==> src/rtl/regfile_read_arbiter.sv <==
// Round-robin read arbiter in front of a 32-entry register-file multiplexer.
// Four requesters compete for one read port. Each transaction takes an
// IDLE -> READ -> RESP trip of at least three cycles. Register x0 always
// reads as zero.
module regfile_read_arbiter #(
    parameter int XLEN    = 32,
    parameter int NUM_REQ = 4
) (
    input  logic                 clock_in,
    input  logic                 reset_in,
    input  logic [NUM_REQ-1:0]   req_valid_in,
    input  logic [5*NUM_REQ-1:0] req_addr_in,
    output logic [NUM_REQ-1:0]   req_ready_out,
    output logic [4:0]           mux_sel_out,
    input  logic [XLEN-1:0]      mux_data_in,
    output logic [NUM_REQ-1:0]   rsp_valid_out,
    output logic [XLEN-1:0]      rsp_data_out,
    input  logic [NUM_REQ-1:0]   rsp_ready_in,
    input  logic                 flush_in,
    output logic                 busy_out
);

    typedef enum logic [1:0] {
        IDLE = 2'd0,
        READ = 2'd1,
        RESP = 2'd2
    } state_t;

    state_t          state;
    logic [1:0]      rr_ptr;
    logic [1:0]      id;
    logic [4:0]      addr;
    logic [XLEN-1:0] rsp_data;

    logic            any_valid;
    logic [1:0]      win;
    logic [4:0]      win_addr;

    // Pick the first valid requester at or above rr_ptr, wrapping 3 -> 0.
    always_comb begin
        // NOTE: every combinational output gets a default first so no path leaves it unassigned (no latch).
        win       = rr_ptr;
        any_valid = |req_valid_in;
        // Scan from the farthest offset down so the nearest valid one is written last and wins.
        for (int k = NUM_REQ - 1; k >= 0; k--) begin
            if (req_valid_in[rr_ptr + k[1:0]]) begin
                win = rr_ptr + k[1:0];
            end
        end
    end

    // Extract the winner's 5-bit register index from the packed address bus.
    always_comb begin
        win_addr = 5'd0;
        for (int i = 0; i < NUM_REQ; i++) begin
            if (win == i[1:0]) begin
                win_addr = req_addr_in[5*i +: 5];
            end
        end
    end

    // Grant is one-hot at the winner, only in IDLE, and never while flushing or in reset.
    always_comb begin
        req_ready_out = '0;
        if (state == IDLE && any_valid && !flush_in && !reset_in) begin
            req_ready_out = NUM_REQ'(1) << win;
        end
    end

    // Outputs are decoded purely from registered state, so reset clears them immediately.
    assign mux_sel_out   = (state == READ) ? addr : 5'd0;
    assign rsp_valid_out = (state == RESP) ? (NUM_REQ'(1) << id) : '0;
    assign rsp_data_out  = rsp_data;
    assign busy_out      = (state != IDLE);

    // Transaction FSM: accept, read the mux, hold the response until taken or flushed.
    always_ff @(posedge clock_in or posedge reset_in) begin
        if (reset_in) begin
            state    <= IDLE;
            rr_ptr   <= 2'd0;
            id       <= 2'd0;
            addr     <= 5'd0;
            rsp_data <= '0;
        end else begin
            // NOTE: sequential state uses non-blocking assignments so every register samples pre-edge values.
            case (state)
                IDLE: begin
                    if (any_valid && !flush_in) begin
                        id    <= win;
                        addr  <= win_addr;
                        state <= READ;
                    end
                end
                READ: begin
                    if (flush_in) begin
                        state  <= IDLE;
                        rr_ptr <= id + 2'd1;
                    end else begin
                        // x0 is hardwired to zero whatever the mux drives.
                        rsp_data <= (addr == 5'd0) ? '0 : mux_data_in;
                        state    <= RESP;
                    end
                end
                RESP: begin
                    // Flush wins over a simultaneous response acceptance.
                    if (flush_in || rsp_ready_in[id]) begin
                        state  <= IDLE;
                        rr_ptr <= id + 2'd1;
                    end
                end
                default: begin
                    state <= IDLE;
                end
            endcase
        end
    end

endmodule

==> config.mk <==
export PLATFORM = sky130hd
export DESIGN_NAME = regfile_read_arbiter
export DESIGN_NICKNAME = d
export VERILOG_FILES = /design/src/rtl/regfile_read_arbiter.sv
export SDC_FILE = /design/constraint.sdc
export NUM_CORES = 1
export LEC_CHECK = 0
export BUFFER_PORTS_ARGS = -buffer_cell sky130_fd_sc_hd__buf_2
export CORE_MARGIN = 5
export CORE_UTILIZATION = 26
export CTS_CLUSTER_DIAMETER = 100
export DETAILED_ROUTE_END_ITERATION = 12
export GPL_TIMING_DRIVEN = 0
export PLACE_DENSITY = 0.56
export SLEW_MARGIN = 15
export SYNTH_ARGS = -nofsm -noshare
export SYNTH_HDL_FRONTEND = slang
export SYNTH_SLANG_ARGS = --single-unit
export TNS_END_PERCENT = 50
==> constraint.sdc <==
create_clock -name clock_in -period 2.45 [get_ports clock_in]
set_clock_uncertainty 0.05 [all_clocks]
set_input_delay 0.245 -clock clock_in [delete_from_list [all_inputs] [get_ports clock_in]]
set_output_delay 0.245 -clock clock_in [all_outputs]
set_load 0.005 [all_outputs]
==> run_results.csv <==
group,metric,value,unit
timing,hold_viol,0,
yosys,synthFlopType,"dfrtp_1",
hold_path,min_to,"rsp_data_out[0]",
pwr,swShare,0.3335,
worst_setup_path,crit_fanout,15,
yosys,synth_cells,172,
die,core,7687,um^2
yosys,synthArstFlopShare,1.000,
die,core.rowCount,32,
pwr,internal-power,0.001809,W
clock_network,clk_latency,0.29,ns
place,place_congestion,0.7711,
detailed_routing,wirelength,5460,um
detailed_routing,vias,1756,
worst_setup_path,worst-r2r-cell-count,5,
yosys,syn-num-nets,239,
detailed_routing,drc_errors,0,
pwr,seqPwrFrac,0.442,
place,port_buffers,108,
pwr,p_leak,1.477,nW
die,dieArea,9748,um^2
hold_path,min_from,"mux_data_in[0]",
worst_setup_path,cp-start-kind,"flip-flop",
clock_network,cts_buffer_depth,2,
pwr,ir_drop,0.0002715,V
grt,grt.total_usage,0.1151,
detailed_routing,dr.first_iter.drc_count,52,
yosys,synth_cell_types,31,
pwr,combPwrFrac,0.388,
timing,rsz0062_at_grt,"no",
worst_setup_path,end_kind,"primary output",
worst_setup_path,crit_slowest_cell,"a211o_1",
grt,antenna_found_initial,0,
detailed_routing,wl_per_cell,13.96,um
worst_setup_path,r2r-start,"state[1]",
worst_setup_path,crit_chain,"or2_1 > a211o_1 > nor4_1 > buf_2",
yosys,yosys.area_share.simple,0.1351,
worst_setup_path,critPathArrivalTime,1.93,ns
yosys,synth_edf_count,0,
worst_setup_path,required,2.15,ns
worst_setup_path,critical_path_buf_inv_count,1,
worst_setup_path,r2r_end,"addr[3]",
die,die_h,98.73,um
cells_and_area,n_antenna_cell,0,
worst_setup_path,crit_family,"simple AND/OR/NAND/NOR gates",
yosys,synth.avg_cell_area,11.90,um^2
yosys,synth_adder_area_share,0.02445,
die,die_w,98.73,um
grt,grt_pass1_vias,1881,
clock_network,cts.sinks,43,
cells_and_area,instances_no_fill,391,
timing,min_period,2.226,ns
clock_network,clockRootBuffer,"clkbuf_8",
yosys,syn_area,2047,um^2
yosys,synth_compound_area_frac,0.2280,
timing,tightestPinTransition,0.4846,ns
yosys,synthXorXnorAreaFrac,0,
yosys,ys_seq_area_frac,0.5257,
worst_setup_path,crit_path_max_incr_delay,0.47,ns
job,maxCapViolations,0,
yosys,synth-seq-cells,43,
hold_path,hold_path.class,"in2reg",
pwr,power_density,957.6,nW/um^2
worst_setup_path,cp_num_cells,4,
hold_path,min_path_cells,2,
detailed_routing,via_per_inst,4.491,
timing,timing.slew.headroom,0.6770,
cells_and_area,fin_util,0.3687,
pwr,clockPowerShare,0.170,
worst_setup_path,worstSetupPathType,"reg2out",
yosys,muxShareOfSynthArea,0.05134,
grt,grt_pass1_wl,9121,um
timing,tns,0,ns
die,pin_count,109,
clock_network,tritoncts,"yes",
timing,max_freq,449.2,MHz
timing,finalMaxSlewViolations,0,
clock_network,cts_resized,0,
cells_and_area,final_common_cell,"buf_2",
clock_network,numCtsBuffers,5,
yosys,synth_top_family_by_area,"compound AO/OA/AOI/OAI gates",
grt,grt_max_degree,31,
worst_setup_path,r2r_slack,0.39,ns
grt,grt-ovfl-total,0,
pwr,netSwitchingPower,0.0009050,W
die,start_util,0.2663,
clock_network,ctsHtreeMaxLevel,2,
detailed_routing,ant_nets,0,
place,dp_hpwl,4296,um
detailed_routing,drtPass1Iterations,4,
clock_network,clk_pin_slew,0.09,ns
place,dpl.cell_count,383,
timing,period_share,0.9087,
cells_and_area,drive_gt1_frac,0.4637,
run_status,status,"complete, no violations",
cells_and_area,nNetsFinal,355,
cells_and_area,area_delta_synth_final,38.45,%
cells_and_area,final_cell_mix,"buf_2, dfrtp_1, a22o_1",
timing,setup_violations,0,
yosys,yosysWarnings,0,
[what timing repair did]
action	CTS	global route
hold buffers	1	0
hold endpoints to repair	13	0
setup buffers	0	0
setup endpoints to repair	0	4
[layer usage]
layer	global-route usage	wire, um	up-vias
met5	0	0	-
met4	0.03782	50	0
met3	0.03680	441	2
met2	0.1804	2414	72
met1	0.1508	2554	807
li1	-	-	875
[synth_stat cells, drive strengths merged, types with 3 or more instances]
master / n / area (um^2)
clkbuf: 6 / 22.52
and2: 9 / 56.30
buf: 5 / 31.28
o21ai: 7 / 35.03
dfrtp: 43 / 1076
nand2: 3 / 11.26
inv: 5 / 18.77
a21boi: 6 / 45.04
a21oi: 3 / 15.01
mux2: 6 / 82.58
ha: 4 / 50.05
nor3: 3 / 15.01
nor2b: 6 / 37.54
a22o: 32 / 280.3
a221o: 5 / 50.05
nor4: 6 / 52.55
nor2: 7 / 26.28
or3b: 5 / 43.79
[registers in the layout, summed over array words and instances (netlist names)]
signal / count
state: 2
rsp_data_out: 32
addr: 5
id: 2
rr_ptr: 2
[kinds of logic (layout without fill, tap and decap cells)]
family | Yosys count | after routing
buffers and inverters | 16 | 133
AOI/OAI and AO/OA | 58 | 58
DFF | 43 | 43
muxes | 7 | 7
adders and majority gates | 4 | 4
and+or+nand+nor | 44 | 44
[power groups by stage]
stage               sequential [W]  clock [W]  combinational (W)
floorplan                  0.00121          0           0.000609
global placement           0.00121          0            0.00105
detailed placement         0.00122          0            0.00107
CTS                        0.00120   0.000490            0.00108
global route               0.00125   0.000521            0.00118
finish                     0.00120   0.000463            0.00105
[layout make-up]
cell class,count,area [um^2]
Sequential cell,43,1076
Timing Repair Buffer,110,570.5
Inverter,5,18.77
Buffer,10,50.05
Clock inverter,3,23.77
Clock buffer,5,68.82
Fill cell,791,4853
Tap cell,102,127.6
Multi-Input combinational cell,113,898.4
[worst max path at each step]
stage               startpoint                to  slack [ns]
floorplan            rr_ptr[1]           addr[0]        0.61
global placement     rr_ptr[1]           addr[4]        0.41
detailed placement    state[1]  req_ready_out[2]        0.41
CTS                   state[1]  req_ready_out[2]        0.06
global route          state[1]  req_ready_out[2]        0.04
finish                state[1]  req_ready_out[1]        0.22
[worst register-to-register path, stage by stage, from the launching register on]
cell      delay (ns)
dfrtp_1         0.40
or2_1           0.26
a211o_1         0.47
nor4_4          0.47
a21boi_1        0.22
a221o_1         0.12
[through the flow]
step	worst slack, ns	hold WS, ns	total power [W]	area (um^2)
3_5_place_dp	0.4128	0.2204	0.002286	2735
5_1_grt	0.04126	0.09855	0.002951	2834
4_1_cts	0.06010	0.09847	0.002770	2838
2_1_floorplan	0.6078	0.2614	0.001820	2047
3_3_place_gp	0.4143	0.4129	0.002263	2715
6_report	0.2238	0.1122	0.002714	2834
(Power assumes the default switching activity.)
